## src/rtl/sideband_debounce.sv

```systemverilog
// Per-bit debounce for synchronized QSFP sideband levels: each bit must hold a new
// level for DEBOUNCE_CYCLES sample ticks before it is committed to dout.
module sideband_debounce #(
  parameter int   WIDTH           = 4,
  parameter int   CNT_W           = 16,
  parameter int   DEBOUNCE_CYCLES = 1000,
  parameter logic RESET_VALUE     = 1'b0
) (
  input  logic             clk,
  input  logic             resetn,
  input  logic [WIDTH-1:0] din,
  input  logic             sample_en,
  output logic [WIDTH-1:0] dout,
  output logic [WIDTH-1:0] rise_pulse,
  output logic [WIDTH-1:0] fall_pulse,
  output logic [WIDTH-1:0] sticky_chg,
  input  logic [WIDTH-1:0] clr_chg,
  output logic [WIDTH-1:0] busy
);

  typedef enum logic {
    STABLE  = 1'b0,
    QUALIFY = 1'b1
  } state_t;

  localparam logic [CNT_W-1:0] CNT_LAST = CNT_W'(DEBOUNCE_CYCLES - 1);
  localparam logic [CNT_W-1:0] CNT_ONE  = CNT_W'(1);

  state_t           state [WIDTH];
  logic [CNT_W-1:0] cnt   [WIDTH];

  // Glitch check outranks sample_en, so a level that bounces back never commits.
  always_ff @(posedge clk or negedge resetn) begin
    if (!resetn) begin
      for (int i = 0; i < WIDTH; i++) begin
        state[i] <= STABLE;
        cnt[i]   <= '0;
      end
      dout       <= {WIDTH{RESET_VALUE}};
      rise_pulse <= '0;
      fall_pulse <= '0;
      sticky_chg <= '0;
      busy       <= '0;
    end else begin
      for (int i = 0; i < WIDTH; i++) begin
        rise_pulse[i] <= 1'b0;
        fall_pulse[i] <= 1'b0;
        if (clr_chg[i]) begin
          sticky_chg[i] <= 1'b0;
        end
        case (state[i])
          STABLE: begin
            if (din[i] != dout[i]) begin
              state[i] <= QUALIFY;
              cnt[i]   <= '0;
              busy[i]  <= 1'b1;
            end
          end
          QUALIFY: begin
            if (din[i] == dout[i]) begin
              state[i] <= STABLE;
              cnt[i]   <= '0;
              busy[i]  <= 1'b0;
            end else if (sample_en && (cnt[i] == CNT_LAST)) begin
              dout[i]       <= din[i];
              rise_pulse[i] <= din[i];
              fall_pulse[i] <= ~din[i];
              sticky_chg[i] <= 1'b1;
              state[i]      <= STABLE;
              cnt[i]        <= '0;
              busy[i]       <= 1'b0;
            end else if (sample_en) begin
              cnt[i] <= cnt[i] + CNT_ONE;
            end
          end
          default: begin
            state[i] <= STABLE;
            cnt[i]   <= '0;
            busy[i]  <= 1'b0;
          end
        endcase
      end
    end
  end

endmodule

```

## config.mk

```make
export PLATFORM = sky130hd
export DESIGN_NAME = sideband_debounce
export DESIGN_NICKNAME = d
export VERILOG_FILES = /design/src/rtl/sideband_debounce.sv
export SDC_FILE = /design/constraint.sdc
export NUM_CORES = 1
export LEC_CHECK = 0
export ABC_CLOCK_PERIOD_IN_PS = 3920
export BUFFER_PORTS_ARGS = -buffer_cell sky130_fd_sc_hd__buf_2
export CAP_MARGIN = 20
export CORE_UTILIZATION = 40
export CTS_CLUSTER_DIAMETER = 30
export CTS_CLUSTER_SIZE = 24
export DETAILED_ROUTE_END_ITERATION = 10
export SLEW_MARGIN = 10
export SYNTH_ARGS = -nofsm -noshare
export SYNTH_HDL_FRONTEND = slang
export SYNTH_SLANG_ARGS = --single-unit
```

## constraint.sdc

```tcl
create_clock -name clk -period 3.92 [get_ports clk]
set_input_delay 0 -clock clk [delete_from_list [all_inputs] [get_ports clk]]
set_output_delay 0 -clock clk [all_outputs]
set_load 0.05 [all_outputs]
```

# Word level (Yosys, flattened, before mapping)
# Index checks and enable logic that the tools add are counted.
# classes
add_sub_neg	4
eq_ne	24
muxes	92
bitwise	12
reduce_logical	16
# op_table
operator	count
$mux 16	16
$pmux 16 s2	4
$add 16x1->16 const B	4
$eq 16x10->1 const B	4
$mux 1	64
$ne 4x2->1 const B	4
$pmux 1 s2	8
$reduce_and 2->1	8
$ne 3x1->1 const B	4
$not 1->1	12
$reduce_and 3->1	4
$ne 2x2->1 const B	4
$eq 1x1->1	4
$logic_and 1x1->1	4
$ne 1x1->1	4
# totals
regBits	88
in_bits	11
output_inout_bits	20
word_cells	167

# Depth between registers and ports, before layout
# logic_depth
word_depth	5
ltp_mapped	8
ltp_nobuf	6

# Worst setup path before layout
# Ideal clock, no wire load.
# synth_path
kind	register -> register
from	reg dout[1]
to	reg cnt[43] in the netlist's numbering
setup_ns	0.076
arrival_ns	1.865
required_ns	3.844
setup_slack_ns	1.979
path_stages_with_launch	7
n_path_buf	1
period_less_slack_ns	1.941
cell_sequence	dfrtp_1 -> xor2_2 -> and2_1 -> o31ai_2 -> buf_2 -> or4_1 -> o21ai_1
# synth_between
elab_chain_cells	3
elab_cells_between_ends	7
classes_between	eq/ne (4); mux (2); reduce/logical (1)
# synth_lines
element	line_no	text
start: declaration	13	output logic [WIDTH-1:0] dout,
start signal: assignment	39	dout <= {WIDTH{RESET_VALUE}};
start signal: indexed assignment	65	dout[i] <= din[i];
$eq 1x1->1 or $ne 1x1->1 (tied branches)	60, 53	
$ne 4x2->1 (no line) (tied with other cells)	--	
$reduce_and 2->1 (no line) or $pmux 16 s2 (tied branches)	--	
end signal: indexed assignment	73	cnt[i] <= cnt[i] + CNT_ONE;
end: declaration	30	logic [CNT_W-1:0] cnt [WIDTH];
# Several ways; a longest one is shown, not always the timed one.
# A chain may end at the register's enable or synchronous reset.

# Final worst setup path
# layout_path
from	reg cnt[44] in the netlist's numbering
to	reg cnt[37] in the netlist's numbering
# layout_between
elab_chain_cells	5
elab_cells_between_ends	7
classes_between	eq/ne (2); mux (3); reduce/logical (2)
# layout_lines
element	line_no	text
$eq 16x10->1 *	64	end else if (sample_en && (cnt[i] == CNT_LAST)) begin
$logic_and 1x1->1 *	64	
$mux 16	64	
$mux 16	60	if (din[i] == dout[i]) begin
$pmux 16 s2	51	case (state[i])
# Mark *: on every way between the ends. The rest lies on a longest branch, timed or not.

==> metrics.md <==
| Metric | Value |
|---|---|
| Status | complete, no violations |
| Ports | 31 |
| Top cell type's share of synthesized area | 0.477 |
| CP arrival | 2.54 ns |
| Vias | 3708 |
| Vias per cell | 5.53 |
| P&R area growth vs syn | 15.7% |
| Final Hold Slack | 0.198 ns |
| Startpoint types | register |
| Most frequent cells in the layout | dfrtp_1, nand2_1, nor2_1, o21ai_0, nand3_1 |
| Antenna Violating Nets Remaining | 0 |
| Largest net degree at the start of global routing | 46 |
| Worst flop-to-flop path endpoint | cnt[37] |
| Hold Crit Class | in -> async |
| Synth Warn # | 0 |
| Slowest-stage cell, CP | o31ai_2 |
| Nets | 541 |
| Critical path origin | cnt[44] |
| Share of cells above drive strength 1 | 0.147 |
| Final WL | 9790 um |
| Row cnt | 38 |
| Synth Register Bits | 88 |
| Post-synthesis cell area | 4610 um^2 |
| Drt drc | 0 |
| Register area share after synthesis | 0.477 |
| Total gr overflow | 0 |
| Period Utilization, post-route | 0.590 |
| Die area | 12000 um^2 |
| Worst-margin pin slew | 0.797 ns |
| RSZ-0062 raised after global routing | false |
| Leakage power | 0.00235 uW |
| Reg2reg setup slack | 1.61 ns |
| Cells after Synth | 488 |
| Area leader, netlist | dfrtp_1 |
| Final hold vios | 0 |
| Critical path type | reg -> reg |
| Pre-antenna DRT Iters | 4 |
| Vias in the first global route | 3676 |
| Initial antenna violation count | 0 |
| Chip Height | 109 um |
| Max cap viols | 0 |
| DIE WIDTH | 109 um |
| First-pass GRT wire length | 17100 um |
| Clock Tree Buf Depth | 2 |
| Final Power | 2150 uW |
| RR Startpoint | cnt[44] |
| Clock root buffer master | clkbuf_16 |
| Worst-path clk slew | 0.06 ns |
| Syn avg cell area | 9.46 um^2 |
| Rel. slew slack | 0.466 |
| Clock Skews | 0.00430 ns |
| Crit path time final | 2.31 ns |
| Buffers on Ports | 30 |
| Tot GR Track Use | 0.182 |
| Worst path max stage delay | 0.72 ns |
| Crit end category | register |
| CP required | 4.15 ns |
| Max-slew violations | 0 |
| Most common cell after layout, fill and taps aside | dfrtp_1 |
| Wirelength per Cell | 14.6 um |
| Post-Syn Nets | 503 |
| Core Box Area | 11000 um^2 |
| Clock tree sinks | 88 |
| Post-cts sizing count | 0 |
| H-tree depth | 3 |
| Initial Util | 0.418 |
| Post-DP HPWL | 6480 um |
| Worst r2r path cells | 5 |
| Worst-path fanout max | 13 |
| Final Setup Violations | 0 |
| CTS tree | done |
| Post-synth EDFFs | 0 |
| Crit-path cells | nor4b_1 -> nand3_1 -> o31ai_2 -> nor2_1 -> a22o_1 |
| Ranking of synthesized cells by area | dfrtp_1, nand2_1, nor2_1 |
| Fmax | 432 MHz |
| Ant diodes | 0 |
| Ys async rst share | 1.00 |
| Gpl congestion | 0.787 |
| DRT iter0 DRCs | 193 |
| Worst skew pair latency | 0.34 ns |
| Setup TNS | 0 ns |
| TritonCTS Buffers | 9 |
| Max VDD drop | 0.254 mV |
| Cell Pwr Density | 402 nW/um^2 |
| Netlist cell types | 62 |
| Primary FF master, synth | dfrtp_1 |
==> sequential cells by signal, summed over array words and instances, names as in the netlist <==
register / count
cnt: 64
busy: 4
dout: 4
fall_pulse: 4
rise_pulse: 4
state: 4
sticky_chg: 4
==> routing by layer <==
layer,share of wire,track usage,up-vias
met1,0.49,0.241,1790
met4,0.011,0.0562,0
li1,-,-,1835
met5,0,0,-
met3,0.034,0.0415,7
met2,0.47,0.296,76
==> metrics by stage <==
| stage | setup slack, ns | utilization | cell area, um^2 | instances |
|---|---|---|---|---|
| after global placement | 1.68 | 0.444 | 4890 | 646 |
| after detailed placement | 1.65 | 0.444 | 4890 | 646 |
| after floorplan | 1.98 | - | 4610 | 488 |
| after global routing | 1.40 | 0.484 | 5340 | 671 |
| after CTS | 1.64 | 0.484 | 5340 | 671 |
| final | 1.61 | 0.484 | 5340 | 671 |
==> power breakdown <==
group	internal, uW	switching (uW)	leakage [uW]
clock	656	352	0.000172
combinational	61.3	134	0.000971
sequential	927	17.7	0.00121
total	1640	504	0.00235
==> layout make-up <==
cell class | count | area, um^2
clock buffers | 11 | 253
multi-input cells | 363 | 2260
inverters | 22 | 82.6
fillers | 1036 | 5690
well taps | 140 | 175
repair buffers | 42 | 265
clock inverters | 5 | 103
flip-flops and latches | 88 | 2200
==> synthesized netlist by cell type (7+ instances only) <==
cell,count
dfrtp_1,88
nor2_1,47
buf_2,9
o21ai_0,34
inv_1,22
nand3_1,31
a22o_1,14
a21o_1,14
nand4_1,17
xor2_1,14
xnor2_1,7
nor3_1,13
a21oi_1,11
nand2_1,53
==> critical path, delay by kind of cell (launching register included) <==
| family | cells | cell delay, ns |
|---|---|---|
| AO/OA/AOI/OAI | 2 | 0.99 |
| flip-flops | 1 | 0.42 |
| AND/OR/NAND/NOR | 3 | 0.78 |
==> how the worst max path moves through the flow <==
stage / endpoint / depth (start not counted) / slack, ns
5_1_grt: cnt[34] / 5 / 1.40
2_1_floorplan: cnt[43] / 6 / 1.98
6_report: cnt[37] / 5 / 1.61
3_5_place_dp: cnt[37] / 5 / 1.65
3_3_place_gp: cnt[38] / 5 / 1.68
4_1_cts: cnt[37] / 5 / 1.64
==> repair_timing <==
item | 4_1_cts | 5_1_grt
buffers inserted | 0 | 0
endpoints found under the hold margin | 56 | 0
hold buffers | 9 | 0
==> cells by family after synthesis <==
family,count (synthesis),share of synthesized area
AO/OA/AOI/OAI,104,0.150
XOR/XNOR,23,0.0469
adder cells (fa/ha/maj),4,0.0108
buffers and inverters,37,0.0342
flip-flops,88,0.477
multiplexers,4,0.00949
AND/OR/NAND/NOR,228,0.271
Note: power is estimated with default switching activity, not from simulation.
